--- src/rtl/ps2_rx_keydecode.sv ---
// PS/2 device-to-host frame receiver with combinational scancode-to-hex decode.
module ps2_rx_keydecode #(
    parameter int unsigned TIMEOUT_CYCLES = 50000
) (
    input  logic       clk,
    input  logic       rst_n,
    input  logic       PS2_clk,
    input  logic       PS2_dat,
    output logic [7:0] out,
    output logic       R_O,
    output logic       ERROR,
    output logic [3:0] key,
    output logic [1:0] flags
);

    localparam int unsigned FRAME_BITS = 11;
    localparam int unsigned CNT_W      = 4;
    localparam int unsigned TO_W       = $clog2(TIMEOUT_CYCLES + 1);

    logic [1:0]            clk_sync;
    logic                  clk_prev;
    logic [1:0]            dat_sync;
    logic [CNT_W-1:0]      bit_cnt;
    logic [FRAME_BITS-1:0] shreg;
    logic [TO_W-1:0]       to_cnt;
    logic                  fall_c;
    logic                  frame_done_c;
    logic                  timeout_c;

    assign fall_c       = clk_prev & ~clk_sync[1];
    assign frame_done_c = (bit_cnt == CNT_W'(FRAME_BITS));
    assign timeout_c    = (to_cnt >= TO_W'(TIMEOUT_CYCLES - 1));

    // Two-flop synchronisers plus a delayed clock copy for edge detection; preset to idle-high.
    always_ff @(posedge clk or negedge rst_n) begin
        if (!rst_n) begin
            clk_sync <= 2'b11;
            clk_prev <= 1'b1;
            dat_sync <= 2'b11;
        end else begin
            clk_sync <= {clk_sync[0], PS2_clk};
            clk_prev <= clk_sync[1];
            dat_sync <= {dat_sync[0], PS2_dat};
        end
    end

    // Shift bits in on PS/2 clock falling edges, publish the frame, abandon stalled frames.
    always_ff @(posedge clk or negedge rst_n) begin
        if (!rst_n) begin
            bit_cnt <= '0;
            shreg   <= '0;
            to_cnt  <= '0;
            out     <= 8'h00;
            R_O     <= 1'b0;
            ERROR   <= 1'b0;
        end else if (frame_done_c) begin
            // shreg[0]=start, shreg[8:1]=D0..D7, shreg[9]=parity, shreg[10]=stop
            out     <= shreg[8:1];
            ERROR   <= shreg[0] | ~shreg[10] | ~(^shreg[9:1]);
            R_O     <= 1'b1;
            bit_cnt <= '0;
            to_cnt  <= '0;
        end else begin
            R_O <= 1'b0;
            if (fall_c) begin
                shreg   <= {dat_sync[1], shreg[FRAME_BITS-1:1]};
                bit_cnt <= bit_cnt + CNT_W'(1);
                to_cnt  <= '0;
            end else if (bit_cnt != '0) begin
                if (timeout_c) begin
                    bit_cnt <= '0;
                    to_cnt  <= '0;
                end else begin
                    to_cnt <= to_cnt + TO_W'(1);
                end
            end
        end
    end

    // Scancode to hex digit / class decode, zero latency from out.
    always_comb begin
        key   = 4'h0;
        flags = 2'b00;
        case (out)
            8'h45: key = 4'h0;
            8'h16: key = 4'h1;
            8'h1E: key = 4'h2;
            8'h26: key = 4'h3;
            8'h25: key = 4'h4;
            8'h2E: key = 4'h5;
            8'h36: key = 4'h6;
            8'h3D: key = 4'h7;
            8'h3E: key = 4'h8;
            8'h46: key = 4'h9;
            8'h1C: key = 4'hA;
            8'h32: key = 4'hB;
            8'h21: key = 4'hC;
            8'h23: key = 4'hD;
            8'h24: key = 4'hE;
            8'h2B: key = 4'hF;
            8'h5A: flags = 2'b01;
            8'h66: flags = 2'b10;
            default: flags = 2'b11;
        endcase
    end

endmodule

--- config.mk ---
export PLATFORM = sky130hd
export DESIGN_NAME = ps2_rx_keydecode
export DESIGN_NICKNAME = d
export VERILOG_FILES = /design/src/rtl/ps2_rx_keydecode.sv
export SDC_FILE = /design/constraint.sdc
export NUM_CORES = 1
export LEC_CHECK = 0
export CAP_MARGIN = 0
export CORE_MARGIN = 10
export CORE_UTILIZATION = 49
export CTS_BUF_LIST = sky130_fd_sc_hd__clkbuf_8
export CTS_CLUSTER_SIZE = 10
export DETAILED_ROUTE_END_ITERATION = 7
export PLACE_DENSITY_LB_ADDON = 0.12
export SKIP_CTS_REPAIR_TIMING = 1
export SLEW_MARGIN = 20
export SYNTH_ARGS = -nofsm -noshare
export SYNTH_HDL_FRONTEND = slang
export SYNTH_SLANG_ARGS = --single-unit
--- constraint.sdc ---
create_clock -name clk -period 3 [get_ports clk]
set_clock_uncertainty 0.2 [all_clocks]
set_input_delay 0.3 -clock clk [delete_from_list [all_inputs] [get_ports clk]]
set_output_delay 0.3 -clock clk [all_outputs]
set_load 0.05 [all_outputs]
==> results.sh <==
export IMPL_ys_async_sr_fraction=1.00
export IMPL_post_drt_via_cell_ratio=5.33
export IMPL_synthFlopType="dfrtp_1"
export IMPL_worstPathMaxFanout=16
export IMPL_flow_area_growth_from_synthesis_pct=17.3
export IMPL_port_buffers=19
export IMPL_path_clk_slew_ps=80
export IMPL_post_dp_hpwl_mm=3.22
export IMPL_gr_total_overflow=0
export IMPL_postSynthNetCount=256
export IMPL_detailroute_via_count=1797
export IMPL_cp_end_kind="primary output"
export IMPL_cp_arrival_ps=2300
export IMPL_timing_max_slew_rel_slack=0.348
export IMPL_critical_path_startpoint="out[3]"
export IMPL_met1_routing_resource_usage_after_global_routing=0.161
export IMPL_antenna_found_initial=0
export IMPL_synth_sequential_area_ratio=0.488
export IMPL_firstDrtPassIters=4
export IMPL_root_buffer="clkbuf_8"
export IMPL_final_period_minus_worst_setup_slack_ps=2800
export IMPL_netlist_area_um2=2370
export IMPL_failed_checks="negative hold slack"
export IMPL_floorplan_die_height_um=89.6
export IMPL_whs_ps=-34.2
export IMPL_cts_bufs_inserted=5
export IMPL_vdd_drop_max_v=0.000588
export IMPL_p_sw_frac=0.378
export IMPL_ioPinCount=20
export IMPL_synth_cells=249
export IMPL_drt_iter0_drc=111
export IMPL_power_frac_clock=0.222
export IMPL_drt_antenna_violating_nets=0
export IMPL_power_leakage_nw=1.22
export IMPL_wirelength_mm=4.51
export IMPL_grt_max_degree=47
export IMPL_grt_met3_usage=0.0325
export IMPL_report_final_setup_viol=0
export IMPL_fmax_mhz=357
export IMPL_routabilityCongestion=0.845
export IMPL_worst_pin_slew_ps=978
export IMPL_setup_tns_final_ps=0
export IMPL_buffer_depth_of_the_longest_clock_path=2
export IMPL_num_fill_cells=428
export IMPL_power_density_nw_per_um2=901
export IMPL_setup_worst_path_class="flip-flop to primary output"
export IMPL_fp_coreArea_um2=4720
export IMPL_yosys_warning_count=0
export IMPL_post_drt_wl_per_cell_um=13.4
export IMPL_final_nets=276
export IMPL_die_width_um=89.6
export IMPL_post_route_cells_drive_above_1_share=0.148
export IMPL_internal_power_mw=1.56
export IMPL_combinationalPowerShare=0.387
export IMPL_min_path_type="input port to asynchronous set/reset pin"
export IMPL_grt_pass1_wl_mm=7.66
export IMPL_gr_usage_all_layers=0.120
export IMPL_grt_setup_unrepaired="false"
export IMPL_start_util=0.502
export IMPL_timing_max_cap_violations=0
export IMPL_post_route_util=0.589
export IMPL_clock_sink_count=46
export IMPL_cts_tree="yes"
export IMPL_critical_path_startpoint_type="flip-flop"
export IMPL_ys_types=44
export IMPL_regToRegStartpoint="bit_cnt[0]"
export IMPL_diodes=0
export IMPL_total_switching_power_uw=949
export IMPL_numPlacedInstances=329
export IMPL_syn_area_per_cell_um2=9.53
export IMPL_core_rowCount=25
export IMPL_synth_edff_count=0
export IMPL_outcome="finished, violations left"
export IMPL_grt_busiest_layer="met2"
export IMPL_fin_crit_sh=0.932
export IMPL_timing_hold_violations_final=41
export IMPL_synth_seq_cells=46
export IMPL_dieArea_um2=8020
export IMPL_drt_drc_violations_left=0
export IMPL_grt_pass1_vias=1650
export IMPL_clk_insertion_delay_late_ps=290
export IMPL_share_seq_of_total_power=0.392
export IMPL_clock_tree_htree_level_count=2
export IMPL_slew_viol_final=0
export IMPL_fin_cells=337
export IMPL_gr_usage_met2=0.188
export IMPL_required_ps=2500
power groups by stage:
stage | clock [mW] | combinational [mW] | sequential (mW)
after global placement | 0 | 0.968 | 0.984
after detailed placement | 0 | 0.977 | 0.991
after global routing | 0.594 | 1.08 | 1.02
after CTS | 0.567 | 0.982 | 0.979
final | 0.556 | 0.970 | 0.982
after floorplan | 0 | 0.627 | 1.08
critical path: stages (launching register included):
cell and delay (ps):
dfrtp_1 550, nand2b_1 340, nor2_1 140, mux2i_1 80
or4b_1 470, nand4b_1 140, o41ai_2 80, buf_4 200
area by class of cell:
| type | instances | area, µm² | area share |
|---|---|---|---|
| Tap cell | 67 | 83.8 | 0.0301 |
| Timing Repair Buffer | 22 | 193 | 0.0692 |
| Multi-Input combinational cell | 188 | 1180 | 0.425 |
| Clock inverter | 2 | 60.1 | 0.0216 |
| Clock buffer | 6 | 82.6 | 0.0297 |
| Inverter | 6 | 22.5 | 0.00809 |
| Sequential cell | 46 | 1160 | 0.416 |
worst paths after layout:
check | to | slack [ps] | cells after the start
max reg2reg | bit_cnt[2] | 430 | 8
min reg2reg | dat_sync[1] | 160 | 0
min in group clk | dat_sync[1] | 160 | 0
max in group asynchronous | out[1] | 1970 | 1
max | flags[1] | 200 | 7
min | to_cnt[3] | -30 | 1
cells in the mapped netlist, drive strengths merged (3+ instances only):
master / count / area, µm²
a21oi: 5 / 25.0
nand2b: 10 / 62.6
o211ai: 3 / 22.5
nor3: 5 / 25.0
nor2: 18 / 67.6
nor2b: 5 / 31.3
clkbuf: 7 / 26.3
xor2: 8 / 70.1
inv: 6 / 22.5
ha: 3 / 37.5
or3: 3 / 18.8
nor4: 4 / 25.0
xnor2: 11 / 96.3
o21ai: 14 / 70.1
mux2: 11 / 124
and3: 4 / 25.0
nand2: 42 / 158
dfstp: 5 / 131
a21o: 3 / 22.5
dfrtp: 41 / 1030
nor3b: 3 / 22.5
nand3: 11 / 55.1
or2: 3 / 18.8
placed cells by master, fill, tap and decap left out, types with 5 or more instances in the layout:
cell	instances
buf_4	9
mux2_2	11
nor3_1	5
xor2_1	8
dfstp_2	5
a21oi_1	5
o21ai_0	10
clkdlybuf4s50_1	12
inv_1	6
nor2b_1	5
clkbuf_8	6
nand3_1	11
dfrtp_1	40
nor2_1	18
nand2b_1	10
xnor2_1	11
nand2_1	42
per-layer routing:
| metal | vias up | wire length, µm |
|---|---|---|
| met5 | - | 0 |
| met4 | 0 | 51 |
| met3 | 6 | 188 |
| met2 | 29 | 1990 |
| met1 | 854 | 2280 |
| li1 | 908 | - |
sequential cells by signal, summed over array words and instances (netlist names):
register,flops
to_cnt,16
shreg,11
out,8
bit_cnt,4
clk_sync,2
dat_sync,2
ERROR,1
R_O,1
clk_prev,1
cell families after synthesis:
kind of cell / after synthesis / synth area share
flops: 46 / 0.488
simple gates: 118 / 0.249
mux: 12 / 0.0564
buf+inv: 15 / 0.0243
fa+ha+maj: 3 / 0.0158
xor+xnor: 19 / 0.0701
compound gates: 36 / 0.0965
metrics by stage:
stage	setup slack, ps	instance area (µm²)	hold slack (ps)	power (mW)
floorplan	100	2400	-196	1.71
global placement	473	2640	146	1.95
detailed placement	427	2640	147	1.97
CTS	117	2780	11.1	2.53
global route	50.6	2780	42.3	2.69
finish	203	2780	-34.2	2.51
Power figures use the tool's default switching activity.
==> RTL edit 1: new RTL, config.mk and constraints unchanged <==
Reset style: synchronous (`rst_n`), changed in 2 clocked blocks.
--- a/src/rtl/ps2_rx_keydecode.sv
+++ b/src/rtl/ps2_rx_keydecode.sv
@@ -32,7 +32,7 @@
     assign timeout_c    = (to_cnt >= TO_W'(TIMEOUT_CYCLES - 1));
 
     // Two-flop synchronisers plus a delayed clock copy for edge detection; preset to idle-high.
-    always_ff @(posedge clk or negedge rst_n) begin
+    always_ff @(posedge clk) begin
         if (!rst_n) begin
             clk_sync <= 2'b11;
             clk_prev <= 1'b1;
@@ -45,7 +45,7 @@
     end
 
     // Shift bits in on PS/2 clock falling edges, publish the frame, abandon stalled frames.
-    always_ff @(posedge clk or negedge rst_n) begin
+    always_ff @(posedge clk) begin
         if (!rst_n) begin
             bit_cnt <= '0;
             shreg   <= '0;
Behaviour: same outputs for any inputs over 10 cycles, from zero or initial values and one cycle with rst_n low; that may be too few to reach the edited logic, so the function may still have changed.
==> RTL edit 1 against the unedited design <==
Sequential cell count is the same; routed wire length is 4.9% higher; fmax up 0.29%; setup slack improved by 0.0081 ns; synthesized area shrank 1.5%; cell area decreased by 4.4%; critical path type unchanged.
Power is not compared: it rests on default switching activity, and its combinational part moved more than twofold at a synthesized area within 25%.
==> RTL edit 1: results (changes against the unedited design) <==
Routing
The per-cell routed wire length is 13.30 um (-0.66%). The met1 wire length is 2.329 mm (+2.0%). The detail-routed via count per cell is 5.475 (+2.7%). The wire length on met2 is 2.126 mm (+6.9%). The count of routing violations after the opening detailed-route iteration was 140 (+26%).

Placement
The HPWL after detailed placement is 3.407 mm (+5.9%). The count of buffers from port buffering is 19 (unchanged). The final weighted congestion in routability-driven placement came to 0.8717 (+3.2%).

Layout
The share of layout cells above drive strength 1 came to 10.60% (-4.2 points). The final net count came to 308 (+12%). The number of antenna cells inserted came to 0 (unchanged).

Timing
The remaining max-slew budget at the tightest pin is 45.74% (+11 points).

Synthesis
The net count of the mapped netlist is 292 (+14%). Sorting the synthesized cells by area gives the leading types as dfxtp_1, nand2_1, xnor2_1. The distinct cell type count of the synthesized netlist is 52 (+18%). The share of async-settable or async-resettable flops after synthesis is 0% (-100 points). By count the netlist is led by nand2_1, dfxtp_1, nor2_1.

The most used flip-flop cell after synthesis is dfxtp_1. The sequential cell area fraction in the yosys report came to 39.42% (-9.4 points).

Worst hold path
Counting instances, the worst hold path has a depth of 1. The path category of the worst min-delay check is flip-flop to flip-flop.

Setup path
The biggest fanout along the worst timing path is 18 (+2). The critical register-to-register path endpoint is to_cnt[12]$_SDFFE_PP0P_. The critical path launch point is out[0]$_SDFFE_PN0P_. The startpoint identified for the worst register-to-register timing path is bit_cnt[0]$_SDFFE_PP0P_. The worst-case reg-to-reg path depth is 7 (-1).

The flop-to-flop setup slack is 0.89 ns (+0.46 ns).

GRT
The overall track demand over capacity in global routing is 12.48% (+0.52 points). The first-pass GRT wire length is 8.114 mm (+5.9%). The number of global-route vias before repair is 1,768 (+7.2%).

Outcome
The run finished with clean final reports.
==> RTL edit 1: cell families (layout without fill, tap and decap cells) <==
group,count (synthesis),after routing,synth area share (%)
AO/OA/AOI/OAI,47,47,13.12
XOR/XNOR,25,25,9.373
adder cells (fa/ha/maj),3,3,1.607
buffers and inverters,23,40,4.178
flip-flops,46,46,39.42
multiplexers,2,2,0.9105
AND/OR/NAND/NOR,139,139,31.39
==> RTL edit 1: layout make-up <==
type                    count  area (sq um)
fillers                   434          1999
multi-input cells         216          1328
flip-flops and latches     46         920.9
repair buffers             25         232.7
clock buffers               5         68.82
well taps                  54         67.56
inverters                   7         26.28
clock inverters             3         17.52
==> RTL edit 1: metal layers <==
layer / track usage [%] / vias up
met5: 0 / -
met4: 4.480 / 0
met3: 2.917 / 7
met2: 20.28 / 26
met1: 15.75 / 902
li1: - / 1014
==> RTL edit 1: how the worst min path moves through the flow <==
stage,to,slack (ns)
finish,clk_sync[1]$_SDFF_PN1_,0.21
global route,clk_sync[1]$_SDFF_PN1_,0.23
CTS,dat_sync[1]$_SDFF_PN1_,0.22
detailed placement,dat_sync[1]$_SDFF_PN1_,0.20
global placement,dat_sync[1]$_SDFF_PN1_,0.19
floorplan,clk_sync[1]$_SDFF_PN1_,0.19
==> RTL edit 1: power by group <==
part | total [W] | switching (W) | internal (W) | leakage, nW
Sequential | 0.000619 | 0.00000313 | 0.000616 | 0.372
Combinational | 0.0000356 | 0.0000234 | 0.0000122 | 0.488
Clock | 0.000362 | 0.000201 | 0.000161 | 0.0493
Total | 0.00102 | 0.000228 | 0.000789 | 0.909
==> RTL edit 1: per-stage QoR <==
stage	instance area, sq um	instances	setup WS (ns)
global placement	2575	348	0.5482
detailed placement	2575	348	0.5201
finish	2661	356	0.2108
global route	2661	356	0.01570
CTS	2661	356	0.2041
floorplan	2346	285	-0.05574
==> RTL edit 1: worst max-delay path, stage by stage (launching register included) <==
cell	delay [ns]
dfxtp_1	0.63
or3b_2	0.48
a211oi_1	0.23
o21ai_0	0.12
nand4_1	0.13
a21bo_2	0.23
buf_4	0.18
==> RTL edit 2: new RTL, config.mk and constraints unchanged <==
Made on the original files. Set the localparam `CNT_W` to 6 (it was 4).
--- a/src/rtl/ps2_rx_keydecode.sv
+++ b/src/rtl/ps2_rx_keydecode.sv
@@ -14,7 +14,7 @@
 );
 
     localparam int unsigned FRAME_BITS = 11;
-    localparam int unsigned CNT_W      = 4;
+    localparam int unsigned CNT_W      = 6;
     localparam int unsigned TO_W       = $clog2(TIMEOUT_CYCLES + 1);
 
     logic [1:0]            clk_sync;
Behaviour: same outputs for any inputs over 10 cycles, from zero or initial values and one cycle with rst_n low; that may be too few to reach the edited logic, so the function may still have changed.
==> RTL edit 2 against the unedited design <==
Total power fell by 5.3%; combinational power fell by 6.5%; largest cell class unchanged; cell area rose by 10%; routed wire length rose by 25%; sequential cell count rose by 2; critical path depth fell by 1; setup slack got worse by 0.050 ns; largest power group unchanged; synthesized area rose by 14%.
==> RTL edit 2: results (changes against the unedited design) <==
Setup path
Grouping stages by cell kind, the critical path spends the most delay in compound AO/OA/AOI/OAI gates. The most critical setup path has its startpoint at out[0]$_DFFE_PN0N_. The slowest stage cell on the critical path is dfrtp_1.

The biggest fanout along the worst timing path is 15 (-1). The data arrival time of the critical path is 2.35 ns (+0.05 ns). In this run the critical register-to-register path is launched from bit_cnt[2]$_DFFE_PN0P_.

Clock network
The number of buffers created by CTS is 5 (unchanged). The maximum clock insertion buffer count is 2 (unchanged). The H-tree depth is 2 (unchanged). The clock tree root buffer cell is clkbuf_8.

After clock tree synthesis, the clock-pin slew on the worst setup and hold paths is 0.09 ns.

Placement
The count of buffers from port buffering is 19 (unchanged). The final weighted congestion in routability-driven placement is 0.8982 (+6.3%). The HPWL after detailed placement is 4.032 mm (+25%).

Synthesis
The distinct cell type count of the synthesized netlist is 55 (+25%). The share of async-settable or async-resettable flops after synthesis is 100.0% (unchanged). Yosys attributes the largest share of cell area to dfrtp_1, nand2_1, dfstp_2. The net count of the mapped netlist is 295 (+15%).

The sequential cell area fraction in the yosys report was 44.49% (-4.3 points). Ranked by instance count, the synthesized netlist is headed by nand2_1, dfrtp_1, nor2_1. The warning count from the yosys run came to 0 (unchanged).

Routing
The number of optimization iterations in the first detailed-route pass was 4 (unchanged). The per-cell routed wire length came to 14.97 um (+12%). The count of routing violations after the opening detailed-route iteration is 96 (-14%). The via total after detailed routing is 2,125 (+18%).

Layout
The largest registers in the layout are to_cnt: 16 flops, shreg: 11 flops, out: 8 flops. The share of layout cells above drive strength 1 is 16.01% (+1.2 points). The final net count is 312 (+13%).

The number of antenna cells inserted is 0 (unchanged).

Power and ir drop
The worst IR drop on VDD came to 0.4198 mV (-29%). The design internal power is 0.001406 W (-9.8%). The standby leakage power is 1.328 nW (+9.3%).

Outcome
The run finished with clean final reports.

GRT
The first-pass GRT wire length came to 9.563 mm (+25%). The number of global-route vias before repair is 1,965 (+19%). The pin count of the biggest net entering global routing was 29 (-38%). The initial antenna violation count is 0 (unchanged). The overall track demand over capacity in global routing came to 13.06% (+1.1 points).

Worst hold path
In this run the worst hold path is classified as flip-flop to flip-flop.

Timing
The remaining max-slew budget at the tightest pin is 40.55% (+5.7 points).
[RTL edit 2: path summary, 6_finish.rpt]
| check | depth (start not counted) | endpoint | slack [ns] |
|---|---|---|---|
| setup / recovery | 6 | flags[1] | 0.15 |
| hold / removal | 0 | dat_sync[1]$_DFF_PN1_ | 0.16 |
| setup reg to reg | 4 | to_cnt[13]$_DFFE_PN0P_ | 0.66 |
| hold reg to reg | 0 | dat_sync[1]$_DFF_PN1_ | 0.16 |
| max in group asynchronous | 3 | clk_prev$_DFF_PN1_ | 1.51 |
| min in group asynchronous | 2 | to_cnt[6]$_DFFE_PN0P_ | 0.33 |
[RTL edit 2: per-stage QoR]
step / setup slack (ns) / cells / instance area (sq um) / setup TNS, ns
after floorplan: -0.03071 / 288 / 2726 / -0.03071
after detailed placement: 0.3674 / 369 / 2935 / 0
after CTS: 0.02286 / 377 / 3050 / 0
final: 0.1532 / 378 / 3067 / 0
after global routing: 0.03035 / 378 / 3067 / 0
after global placement: 0.4092 / 369 / 2935 / 0
[RTL edit 2: worst register-to-register path, delay by kind of cell (launching register included)]
kind / cells / cell delay (ns)
AOI/OAI and AO/OA: 1 / 0.26
DFF: 1 / 0.42
and+or+nand+nor: 3 / 1.35
[RTL edit 2: logic make-up (layout without fill, tap and decap cells)]
| kind of cell | Yosys count | count (layout) | synth area share [%] |
|---|---|---|---|
| and+or+nand+nor | 132 | 132 | 26.56 |
| adders and majority gates | 3 | 3 | 1.383 |
| buffers and inverters | 24 | 42 | 4.656 |
| muxes | 6 | 6 | 2.489 |
| DFF | 48 | 48 | 44.49 |
| AOI/OAI and AO/OA | 64 | 64 | 16.87 |
| xor gates and xnor gates | 11 | 11 | 3.550 |
[RTL edit 2: area by class of cell]
class	instances	area, sq um
well taps	72	90.09
multi-input cells	216	1394
clock buffers	5	68.82
clock inverters	3	46.29
fillers	493	2372
flip-flops and latches	48	1212
inverters	8	30.03
repair buffers	26	225.2
[RTL edit 2: routing by layer]
metal	global-route usage, %	vias to the layer above	wire length, um	part of all wire, %
met2	18.82	34	2370	42
met5	0	-	0	0
met1	18.60	1020	2961	52
met4	4.937	0	82	1.4
li1	-	1065	-	-
met3	2.855	6	246	4.3
[RTL edit 2: power groups by stage]
stage / Clock (W) / Sequential, W / Combinational, W
5_1_grt: 0.000512 / 0.00103 / 0.000995
2_1_floorplan: 0 / 0.00106 / 0.000615
3_3_place_gp: 0 / 0.00100 / 0.000903
4_1_cts: 0.000494 / 0.000991 / 0.000912
3_5_place_dp: 0 / 0.00100 / 0.000908
6_report: 0.000474 / 0.000993 / 0.000907
